==> src/rtl/toggle_pulse_rx_if.sv <==
// toggle_pulse_rx_if: source toggle, overflow clear and event status bundle for toggle_pulse_rx
interface toggle_pulse_rx_if #(
  parameter int CNT_W = 2
);
  logic             toggle_in;
  logic             clr_ovf;
  logic             pulse;
  logic             ack_toggle;
  logic             busy;
  logic [CNT_W-1:0] pending;
  logic             overflow;
  modport master (
    output toggle_in, clr_ovf,
    input  pulse, ack_toggle, busy, pending, overflow
  );
  modport slave (
    input  toggle_in, clr_ovf,
    output pulse, ack_toggle, busy, pending, overflow
  );
endinterface

==> src/rtl/toggle_pulse_rx.sv <==
// toggle_pulse_rx: synchronizes a source toggle, queues its transitions and replays each as a fixed-width pulse
module toggle_pulse_rx #(
  parameter int SYNC_STAGES = 2,
  parameter int PULSE_WIDTH = 1,
  parameter int CNT_W       = 2,
  parameter bit INIT_LEVEL  = 1'b0
) (
  input logic              clk,
  input logic              rst_n,
  toggle_pulse_rx_if.slave bus
);
  typedef enum logic [1:0] {IDLE, PULSE, GAP} state_t;
  localparam logic [CNT_W-1:0] PEND_MAX = '1;
  localparam logic [7:0]       WLOAD    = 8'(PULSE_WIDTH - 1);
  state_t                 state_q, state_d;
  logic [SYNC_STAGES-1:0] sync_q, sync_d;
  logic                   edge_q, edge_d;
  logic [7:0]             wcnt_q, wcnt_d;
  logic [CNT_W-1:0]       pend_q, pend_d;
  logic                   pulse_q, pulse_d;
  logic                   ack_q, ack_d;
  logic                   ovf_q, ovf_d;
  logic                   evt, have_pend, start, enq, drop;
  // synchronizer shift, edge reference and transition detect
  always_comb begin
    sync_d    = {sync_q[SYNC_STAGES-2:0], bus.toggle_in};
    edge_d    = sync_q[SYNC_STAGES-1];
    evt       = sync_q[SYNC_STAGES-1] ^ edge_q;
    have_pend = |pend_q;
  end
  // pulse sequencer: a new pulse may start from IDLE or straight out of the one-cycle GAP
  always_comb begin
    state_d = state_q;
    wcnt_d  = wcnt_q;
    start   = 1'b0;
    case (state_q)
      IDLE:    start = evt | have_pend;
      PULSE:   if (wcnt_q == 8'd0) state_d = GAP;
               else wcnt_d = wcnt_q - 8'd1;
      GAP:     begin
                 state_d = IDLE;
                 start   = evt | have_pend;
               end
      default: state_d = IDLE;
    endcase
    if (start) begin
      state_d = PULSE;
      wcnt_d  = WLOAD;
    end
    pulse_d = state_d == PULSE;
    ack_d   = ack_q ^ start;
  end
  // pending queue: a starting pulse takes a fresh evt first, otherwise pops one queued entry
  always_comb begin
    enq    = evt & ~start;
    drop   = enq & (pend_q == PEND_MAX);
    pend_d = (enq && !drop) ? pend_q + CNT_W'(1) :
             (start && !evt) ? pend_q - CNT_W'(1) : pend_q;
    ovf_d  = drop | (ovf_q & ~bus.clr_ovf);
  end
  // state registers with asynchronous reset that discards any in-flight or queued events
  always_ff @(posedge clk or negedge rst_n) begin
    if (!rst_n) begin
      sync_q  <= {SYNC_STAGES{INIT_LEVEL}};
      edge_q  <= INIT_LEVEL;
      state_q <= IDLE;
      wcnt_q  <= 8'd0;
      pend_q  <= '0;
      pulse_q <= 1'b0;
      ack_q   <= 1'b0;
      ovf_q   <= 1'b0;
    end else begin
      sync_q  <= sync_d;
      edge_q  <= edge_d;
      state_q <= state_d;
      wcnt_q  <= wcnt_d;
      pend_q  <= pend_d;
      pulse_q <= pulse_d;
      ack_q   <= ack_d;
      ovf_q   <= ovf_d;
    end
  end
  assign bus.pulse      = pulse_q;
  assign bus.ack_toggle = ack_q;
  assign bus.busy       = (state_q != IDLE) | have_pend;
  assign bus.pending    = pend_q;
  assign bus.overflow   = ovf_q;
endmodule

==> src/flat_wrapper.sv <==
// flat-port wrapper written by rule: the top's interface ports become plain ports
module toggle_pulse_rx_flat 
#(
  parameter int SYNC_STAGES = 2,
  parameter int PULSE_WIDTH = 1,
  parameter int CNT_W       = 2,
  parameter bit INIT_LEVEL  = 1'b0
)
  (clk, rst_n, bus_toggle_in, bus_clr_ovf, bus_pulse, bus_ack_toggle, bus_busy, bus_pending, bus_overflow);
  toggle_pulse_rx_if #(.CNT_W(CNT_W)) bus_i ();
  input logic clk;
  input logic rst_n;
  input wire logic [$bits(bus_i.toggle_in)-1:0] bus_toggle_in;
  input wire logic [$bits(bus_i.clr_ovf)-1:0] bus_clr_ovf;
  output wire logic [$bits(bus_i.pulse)-1:0] bus_pulse;
  output wire logic [$bits(bus_i.ack_toggle)-1:0] bus_ack_toggle;
  output wire logic [$bits(bus_i.busy)-1:0] bus_busy;
  output wire logic [$bits(bus_i.pending)-1:0] bus_pending;
  output wire logic [$bits(bus_i.overflow)-1:0] bus_overflow;
  assign bus_i.toggle_in = bus_toggle_in;
  assign bus_i.clr_ovf = bus_clr_ovf;
  assign bus_pulse = bus_i.pulse;
  assign bus_ack_toggle = bus_i.ack_toggle;
  assign bus_busy = bus_i.busy;
  assign bus_pending = bus_i.pending;
  assign bus_overflow = bus_i.overflow;
  toggle_pulse_rx #(.SYNC_STAGES(SYNC_STAGES), .PULSE_WIDTH(PULSE_WIDTH), .CNT_W(CNT_W), .INIT_LEVEL(INIT_LEVEL)) u_core (.clk(clk), .rst_n(rst_n), .bus(bus_i));
endmodule
==> config.mk <==
export PLATFORM = sky130hd
export DESIGN_NAME = toggle_pulse_rx_flat
export DESIGN_NICKNAME = d
export VERILOG_FILES = /design/src/rtl/toggle_pulse_rx_if.sv /design/src/rtl/toggle_pulse_rx.sv /design/src/flat_wrapper.sv
export SDC_FILE = /design/constraint.sdc
export NUM_CORES = 1
export LEC_CHECK = 0
export CORE_MARGIN = 1.5
export CORE_UTILIZATION = 47
export DETAILED_ROUTE_END_ITERATION = 10
export PLACE_DENSITY_LB_ADDON = 0.05
export SYNTH_ARGS = -nofsm -noshare
export SYNTH_HDL_FRONTEND = slang
export SYNTH_SLANG_ARGS = --single-unit
==> constraint.sdc <==
create_clock -name clk -period 1.5 [get_ports clk]
set_input_delay 0.3 -clock clk [delete_from_list [all_inputs] [get_ports clk]]
set_output_delay 0.3 -clock clk [all_outputs]
set_load 0.01 [all_outputs]
# After elaboration in Yosys (flattened, before gate mapping)

Cells that the tools add are included.

Bits in registers: 18
Bits in latches: 0
Bits in writable memories: 0
Memory bits (read-only): 0
Bits of input ports: 4
Output and inout bits: 6
Logic and storage cells: 47
Memories kept: 0

Add/subtract/negate cells: 3
Multipliers: 0
Divide/modulo/power cells: 0
Magnitude comparators: 0
Equality and inequality tests: 5
Shift-type cells: 0
Mux-type cells: 9
Bitwise logic cells: 10
Reductions and logical operators: 12

Operator list:

| kind                  | count |
|---|---|
| $mux W8               | 3 |
| $logic_not A8 Y1      | 1 |
| $mux W2               | 4 |
| $sub A8 B1 Y8 const B | 1 |
| $reduce_bool A2 Y1    | 3 |
| $eq A2 B1 Y1 const B  | 2 |
| $eq A2 B2 Y1 const B  | 2 |
| $pmux W2 S2           | 1 |
| $reduce_or A2 Y1      | 2 |
| $and A1 B1 Y1         | 3 |
| $or A1 B1 Y1          | 3 |
| $add A2 B1 Y2 const B | 1 |
| $logic_and A1 B1 Y1   | 2 |
| $logic_not A1 Y1      | 2 |
| $logic_not A2 Y1      | 1 |
| $ne A2 B1 Y1 const B  | 1 |
| $not A1 Y1            | 2 |
| $reduce_and A2 Y1     | 1 |
| $sub A2 B1 Y2 const B | 1 |
| $xor A1 B1 Y1         | 2 |
| $mux W1               | 1 |

# Logic depth before layout (Yosys ltp)

Gate-level depths: netlist of the first run.

Depth after elaboration: 9
Gate-level depth with buffers: 6
Gate-level depth less buffers: 6

# Least setup slack after synthesis of the first run

OpenSTA, ideal clock, no wires.

Path kind: register -> register
Start: reg u_core.wcnt_q[5]
End: reg u_core.wcnt_q[0]
Data arrival time: 1400 ps
Data required time: 1421 ps
Path slack: 21 ps
Cell stages (with the launch flop): 5
Path buffers: 0
Clock period less this slack: 1479 ps
Cell sequence: dfrtp_1 > or3_4 > o41ai_4 > nand2b_1 > mux2i_1

Cells in the longest elaborated chain, start to end: 3

Ends and longest elaborated chain:

| what                        | line                  | source |
|---|---|---|
| start: declaration          | toggle_pulse_rx.sv:18 | `logic [7:0] wcnt_q, wcnt_d;` |
| start signal: assignment    | toggle_pulse_rx.sv:76 | `wcnt_q <= wcnt_d;` |
| $logic_not A8 Y1            | toggle_pulse_rx.sv:38 | `PULSE: if (wcnt_q == 8'd0) state_d = GAP;` |
| $ne A2 B1 Y1 (no line)      | --                    |  |
| $reduce_and A2 Y1 (no line) | --                    |  |

Every way passes these cells.
A chain may end at the register's enable or synchronous reset.

# Worst setup path in the final report of the first run

Start: reg u_core.state_q[1]
End: out bus_busy

Cells in the longest elaborated chain, start to end: 2

Ends and longest elaborated chain:

| what                     | line                  | source |
|---|---|---|
| start: declaration       | toggle_pulse_rx.sv:15 | `state_t state_q, state_d;` |
| start signal: assignment | toggle_pulse_rx.sv:75 | `state_q <= state_d;` |
| $reduce_bool A2 Y1       | toggle_pulse_rx.sv:85 | `assign bus.busy = (state_q != IDLE) \| have_pend;` |
| $or A1 B1 Y1             | toggle_pulse_rx.sv:85 |  |
| end: declaration         | flat_wrapper.sv:17    | `output wire logic [$bits(bus_i.busy)-1:0] bus_busy;` |

Every way passes these cells.

==> results of run 1 <==
## through the flow
step	cell area [µm²]	setup TNS, ns
after floorplan	841	0
after global placement	1110	-0.155
after detailed placement	1110	-0.182
after CTS	1150	-0.139
after global routing	1180	-0.368
final	1180	-0.131
## timing repair
action / 4_1_cts / 5_1_grt
gates resized for setup: 11 / 6
gates cloned: 0 / 0
endpoints found under the setup margin: 6 / 10
endpoints found under the hold margin: 0 / 0
pin swaps: 1 / 3
## placed cells by master (no fill, tap or decap), types with 2 or more instances in the layout
| cell type | synthesis | layout |
|---|---|---|
| clkdlybuf4s50_1 | 0 | 4 |
| nor2b_1 | 2 | 2 |
| inv_1 | 6 | 6 |
| dfrtp_1 | 18 | 18 |
| nand2_1 | 3 | 3 |
| nor3_1 | 5 | 4 |
| dlygate4sd2_1 | 0 | 3 |
| o21ai_0 | 4 | 3 |
| nor2_1 | 10 | 10 |
| xor2_1 | 4 | 4 |
| clkbuf_4 | 0 | 3 |
| buf_4 | 0 | 19 |
| nand2b_1 | 4 | 3 |
| mux2i_1 | 3 | 3 |
| a21oi_1 | 2 | 2 |
## final cells by class
| class | instances | area [µm²] |
|---|---|---|
| Fill cell | 138 | 531 |
| Sequential cell | 18 | 450 |
| Multi-Input combinational cell | 54 | 399 |
| Timing Repair Buffer | 29 | 238 |
| Clock buffer | 4 | 36.3 |
| Tap cell | 25 | 31.3 |
| Inverter | 6 | 22.5 |
## routing by layer
metal | wire (µm) | share of wire
met1 | 741 | 0.47
met5 | 0 | 0
met4 | 12 | 0.0076
met2 | 778 | 0.49
met3 | 49 | 0.031
## flip-flops by register name, indices dropped and copies added (netlist names)
name	flops
u_core.edge_q	1
u_core.bus.overflow	1
u_core.state_q	2
u_core.bus.pending	2
u_core.bus.pulse	1
u_core.sync_q	2
u_core.wcnt_q	8
u_core.bus.ack_toggle	1
## path summary, 6_finish.rpt
path	depth (start not counted)	end	start	slack, ns
worst min-delay path	2	u_core.state_q[1]	rst_n	0.33
worst max register to register	5	u_core.wcnt_q[1]	u_core.wcnt_q[5]	-0.01
min in group clk	0	u_core.sync_q[1]	u_core.sync_q[0]	0.36
worst min register to register	0	u_core.sync_q[1]	u_core.sync_q[0]	0.36
worst max-delay path	2	bus_busy	u_core.state_q[1]	-0.12
max in group asynchronous	2	u_core.edge_q	rst_n	0.98
## power groups by stage
| stage | clock network, mW | logic, mW | registers, mW |
|---|---|---|---|
| 2_1_floorplan | 0 | 0.286 | 0.693 |
| 3_5_place_dp | 0 | 0.717 | 0.633 |
| 5_1_grt | 0.329 | 0.783 | 0.633 |
| 6_report | 0.298 | 0.714 | 0.620 |
| 3_3_place_gp | 0 | 0.705 | 0.626 |
| 4_1_cts | 0.307 | 0.702 | 0.623 |
## kinds of logic (layout without fill, tap and decap cells)
family | after synthesis | after routing | synth area share
xor gates and xnor gates | 4 | 4 | 0.0417
DFF | 18 | 18 | 0.536
adders and majority gates | 1 | 1 | 0.0149
buffers and inverters | 7 | 39 | 0.0312
muxes | 3 | 3 | 0.0357
and+or+nand+nor | 33 | 33 | 0.211
AOI/OAI and AO/OA | 13 | 13 | 0.129
## critical path: cells and delay by family (launching register included)
kind          cells  cell delay (ns)
buf+inv           1             0.15
simple gates      1             0.50
flops             1             0.38
==> summary.txt, run 1 <==
Status
  – Outcome: complete, but fails checks
  – Failing checks: setup timing

Global route
  – GRT Max-Usage Layer: met2
  – Tot GR Track Use: 0.192
  – Met1 usage: 0.255
  – Largest net degree at the start of global routing: 19
  – Met3 GRT Util: 0.0360
  – Number of global-route vias before repair: 654
  – Initial antenna violation count: 0
  – GR Overflow Total: 0
  – First-pass GRT wire length: 2740 µm
  – Met2 usage: 0.303

Clock tree
  – CTS tree: yes
  – CTS buffer count: 3
  – Clock Tree Root: clkbuf_4
  – CTS H-tree depth: 1
  – Clock Path Buffers: 2
  – Hold-fix buffers, CTS: 0
  – Num Clock Sinks: 18
  – Setup bufs post-CTS: 0
  – Clock slew at the register clock pins of the worst setup and hold paths: 0.10 ns
  – Clk_lat worst skew: around 0.29 ns

Timing
  – Final setup vio count: 2
  – Tcrit/Tclk final: 1.08
  – Min Tclk post-route: 1.62 ns
  – Unrepaired setup endpoints after global routing: true
  – Max-slew violations: 0
  – Hold Slack: 0.331 ns
  – Setup Skew: approximately 0.0038 ns
  – Relative slew slack: 0.799
  – Final worst setup slack: -0.122 ns
  – Final Hold Viols: 0
  – F_max: 616 MHz
  – Worst-margin pin slew: 0.301 ns

Placed design
  – Pre-CTS setup slack: -0.135 ns
  – Port-buffer cells: 9
  – Detail Placement HPWL: between 1000 and 1500 µm
  – Routability cong.: ~0.80
  – Placed cell count: roughly 130

Synth
  – Mapped Area: 841 µm²
  – Post-synthesis cell type count: 29
  – Syn_area_per_cell: 10.6 µm²
  – EDFF count, synth: 0
  – Syn Nets: between 80 and 90
  – Synth top area share: 0.536
  – Most common library cells after synthesis: 18 x dfrtp_1, 10 x nor2_1, 6 x inv_1, 5 x nor3_1
  – Register area share after synthesis: 0.536
  – Synth top area cells: dfrtp_1 54%, nor2_1 4.5%, xor2_1 4.2%
  – #FFs+latches synth: 18
  – Most common cell in the netlist: dfrtp_1
  – Post-synth top flop: dfrtp_1
  – Ys async rst share: 1.00
  – YS warnings: 0
  – Mapped Cells: 79
  – Cell taking the most area after synthesis: dfrtp_1

Die
  – Initial Util: 0.492
  – I/O pin cnt: 10
  – Chip width: 45.3 µm
  – Die height: 45.3 µm
  – Site Rows: 15
  – Floorplan core area: 1710 µm²
  – Full die area: 2050 µm²

Drt
  – 1st-iter DRT viols: 10
  – Drt total wl: between 1500 and 2000 µm
  – Via density: 4.96
  – Vias: 675
  – Drt wl/cell: 11.6 µm
  – First-pass iteration count of the detailed router: 4
  – Antenna Nets Post-Route: 0
  – Number of remaining DRC errors: 0

Setup path
  – Crit path cell chain: or4_1 > buf_2
  – WS Path Type: reg2out
  – Crit path max fanout: 2
  – CP endpoint kind: primary output
  – Slowest CP cell: or4_1
  – CP startpoint kind: register
  – Worst path max stage delay: ~0.50 ns
  – Required time worst endpoint: 1.20 ns
  – Arrival time worst endpoint: ~1.3 ns

Power
  – Switching Power: 0.525 mW
  – Internal power: 1.11 mW
  – Reg power frac: 0.380
  – Sw frac: 0.321
  – Final Power: around 1.6 mW
  – VDD IR max: between 0.0009 and 0.001 V
  – P per Cell Area: between 1000 and 1500 nW/µm²
  – Combinational fraction of design power: 0.438
  – Static leakage: approximately 0.57 nW
  – Clock Power Share: 0.182

Cells and area
  – Fraction of layout cells with a size suffix above 1: 0.288
  – NumNets Final: 117
  – Area grow syn2layout: 40.0%
  – Final core utilization: 0.689
  – Final std cells w/o fill: 136
  – Ant diodes: 0

Flow run
  – MaxCap Viol Count: 0

Worst hold path
  – Worst hold path type: in2async
(Power assumes the default switching activity.)
==> inputs of run 2 (changes only) <==
--- a/config.mk
+++ b/config.mk
@@ -8,7 +8,7 @@
 export CORE_MARGIN = 1.5
 export CORE_UTILIZATION = 47
 export DETAILED_ROUTE_END_ITERATION = 10
-export PLACE_DENSITY_LB_ADDON = 0.05
+export PLACE_DENSITY = 0.72
 export SYNTH_ARGS = -nofsm -noshare
 export SYNTH_HDL_FRONTEND = slang
 export SYNTH_SLANG_ARGS = --single-unit
==> run 2 against run 1 <==
The run still ends with setup timing left; die area is the same; utilization shrank 0.88 points; global-route usage shrank 1.3 points; register-to-register slack about the same; critical path depth unchanged; sequential cell count did not move; worst setup slack worse by 0.00063 ns; worst hold slack got worse by 0.00095 ns; highest routed layer unchanged.
==> summary.txt, run 2 (same netlist as run 1, synthesis figures left out) <==
Status
  – Outcome: complete, but fails checks
  – Failing checks: setup timing

Timing
  – F_max: 616 MHz (about the same)
  – Setup Skew: 0.00125 ns (-0.00257 ns)
  – Unrepaired setup endpoints after global routing: true
  – Final setup vio count: 1 (-1)
  – Final Hold Viols: 0 (unchanged)
  – TNS Setup: -0.123 ns (+0.00787 ns)
  – Max-slew violations: 0 (unchanged)
  – Min Tclk post-route: 1.62 ns (+0.000626 ns)
  – Final worst setup slack: -0.123 ns (-0.000626 ns)
  – Relative slew slack: 0.811 (+0.0112)
  – Tcrit/Tclk final: 1.08 (about the same)
  – Worst-margin pin slew: 0.283 ns (-0.0178 ns)

Cells and area
  – Ant diodes: 0 (unchanged)
  – Most common cell after layout, fill and taps aside: buf_4
  – Area grow syn2layout: 38.2%
  – Commonest cells after routing, fill and taps aside: 19 x buf_4, 18 x dfrtp_1, 10 x nor2_1, 6 x inv_1
  – NumNets Final: 117 (unchanged)
  – Fraction of layout cells with a size suffix above 1: 0.273 (-0.0156)
  – Max reg flops: 8 (unchanged)
  – Largest Register: u_core.wcnt_q

Clock tree
  – CTS H-tree depth: 1 (unchanged)
  – CTS buffer count: 3 (unchanged)
  – Clock Tree Root: clkbuf_4
  – Clk_lat worst skew: 0.28 ns (about the same)
  – Num Clock Sinks: 18 (unchanged)
  – CTS tree: yes
  – Hold-fix buffers, CTS: 0 (unchanged)
  – Clock Path Buffers: 2 (unchanged)
  – Clock slew at the register clock pins of the worst setup and hold paths: 0.10 ns (about the same)

Setup path
  – Number of cells on the critical path: 2 (unchanged)
  – Worst R2R Setup Slack: 0 ns (about the same)
  – Crit path max fanout: 2 (unchanged)
  – Largest delay contributor family on the critical path: simple AND/OR/NAND/NOR gates
  – Critical Path End: bus_busy
  – Crit path cell chain: or4_1 > buf_2
  – WS Path Type: reg2out
  – CP startpoint kind: register
  – Crit path launch: u_core.bus.pending[1]
  – Arrival time worst endpoint: 1.32 ns (about the same)
  – FF-to-FF End: u_core.wcnt_q[1]
  – CP endpoint kind: primary output
  – Worst Path Buf+Inv: 1 (unchanged)
  – Required time worst endpoint: 1.20 ns (about the same)
  – Worst path max stage delay: 0.50 ns (about the same)
  – Worst r2r src: u_core.wcnt_q[5]
  – Reg2Reg Depth: 5 (unchanged)
  – Slowest CP cell: or4_1

Global route
  – Tot GR Track Use: 0.178 (-0.0135)
  – Number of global-route vias before repair: 620 (-5.2%)
  – GR Overflow Total: 0 (unchanged)
  – First-pass GRT wire length: 2550 µm (-7.0%)
  – Initial antenna violation count: 0 (unchanged)
  – Largest net degree at the start of global routing: 19 (unchanged)

Drt
  – Antenna Nets Post-Route: 0 (unchanged)
  – Vias: 684 (+1.3%)
  – Via density: 5.07 (+2.1%)
  – Drt wl/cell: 12.2 µm (+5.3%)
  – First-pass iteration count of the detailed router: 4 (unchanged)
  – Drt total wl: 1650 µm (+4.6%)
  – 1st-iter DRT viols: 15 (+5)
  – Number of remaining DRC errors: 0 (unchanged)

Die
  – Initial Util: 0.492 (unchanged)
  – Floorplan core area: 1710 µm² (unchanged)
  – Full die area: 2050 µm² (unchanged)
  – Die height: 45.3 µm (unchanged)
  – Chip width: 45.3 µm (unchanged)
  – Site Rows: 15 (unchanged)
  – I/O pin cnt: 10 (unchanged)

Power
  – VDD IR max: 0.000937 V (-0.55%)
  – Static leakage: 0.569 nW (-0.65%)
  – P per Cell Area: 1390 nW/µm² (about the same)
  – Final Power: 1.61 mW (-1.2%)

Flow run
  – MaxCap Viol Count: 0 (unchanged)

Placed design
  – Pre-CTS setup slack: -0.155 ns (-0.0195 ns)
  – Port-buffer cells: 9 (unchanged)
  – Routability cong.: 0.802 (+0.51%)
  – Detail Placement HPWL: 1210 µm (+4.8%)

Worst hold path
  – Worst hold path type: in2async
==> run 2: changes by cell type in the layout (fill, tap and decap cells not counted) <==
cell | before | now
ha_1 | 0 | 1
clkdlybuf4s15_1 | 0 | 1
dlygate4sd2_1 | 3 | 2
ha_2 | 1 | 0
clkbuf_8 | 1 | 0
==> run 2: through the flow <==
stage	hold slack, ns	std cells	cell area (µm²)	util
5_1_grt	0.363	135	1160	0.681
4_1_cts	0.339	133	1120	0.656
3_3_place_gp	0.332	129	1090	0.636
3_5_place_dp	0.342	129	1090	0.636
2_1_floorplan	0.00441	79	841	-
6_report	0.330	135	1160	0.681
==> run 2: timing repair <==
action | CTS | global route
gates cloned | 0 | 0
pin swaps | 3 | 3
endpoints found under the setup margin | 6 | 7
buffers inserted | 1 | 2
gates resized for setup | 10 | 7
==> run 2: worst register-to-register path, delay by kind of cell (launching register included) <==
kind,cells,cell delay (ns)
DFF,1,0.39
AOI/OAI and AO/OA,2,0.38
and+or+nand+nor,2,0.48
buffers and inverters,1,0.18
==> run 2: worst min-delay path by stage <==
stage                             to  slack (ns)  cells past startpoint
3_5_place_dp        u_core.sync_q[1]        0.34                      0
6_report            u_core.wcnt_q[4]        0.33                      2
4_1_cts             u_core.wcnt_q[3]        0.34                      2
3_3_place_gp        u_core.sync_q[1]        0.33                      0
2_1_floorplan  u_core.bus.ack_toggle       0.004                      0
5_1_grt             u_core.wcnt_q[3]        0.36                      2
==> run 2: report_power, final <==
part / leakage (nW) / switching (mW) / internal [mW]
Sequential: 0.228 / 0.0382 / 0.576
Clock: 0.0138 / 0.142 / 0.0932
Combinational: 0.327 / 0.350 / 0.412
Total: 0.569 / 0.530 / 1.08
==> run 2: area by class of cell <==
type                    instances  area (µm²)
well taps                      25        31.3
flip-flops and latches         18         450
repair buffers                 29         239
fillers                       132         546
multi-input cells              54         397
clock buffers                   3        22.5
inverters                       6        22.5
==> run 2: per-layer routing <==
layer,up-vias,GRT usage,routed length (µm)
met5,-,0,0
met4,0,0.0706,14
met3,2,0.0240,49
met2,14,0.329,888
met1,324,0.206,701
li1,344,-,-
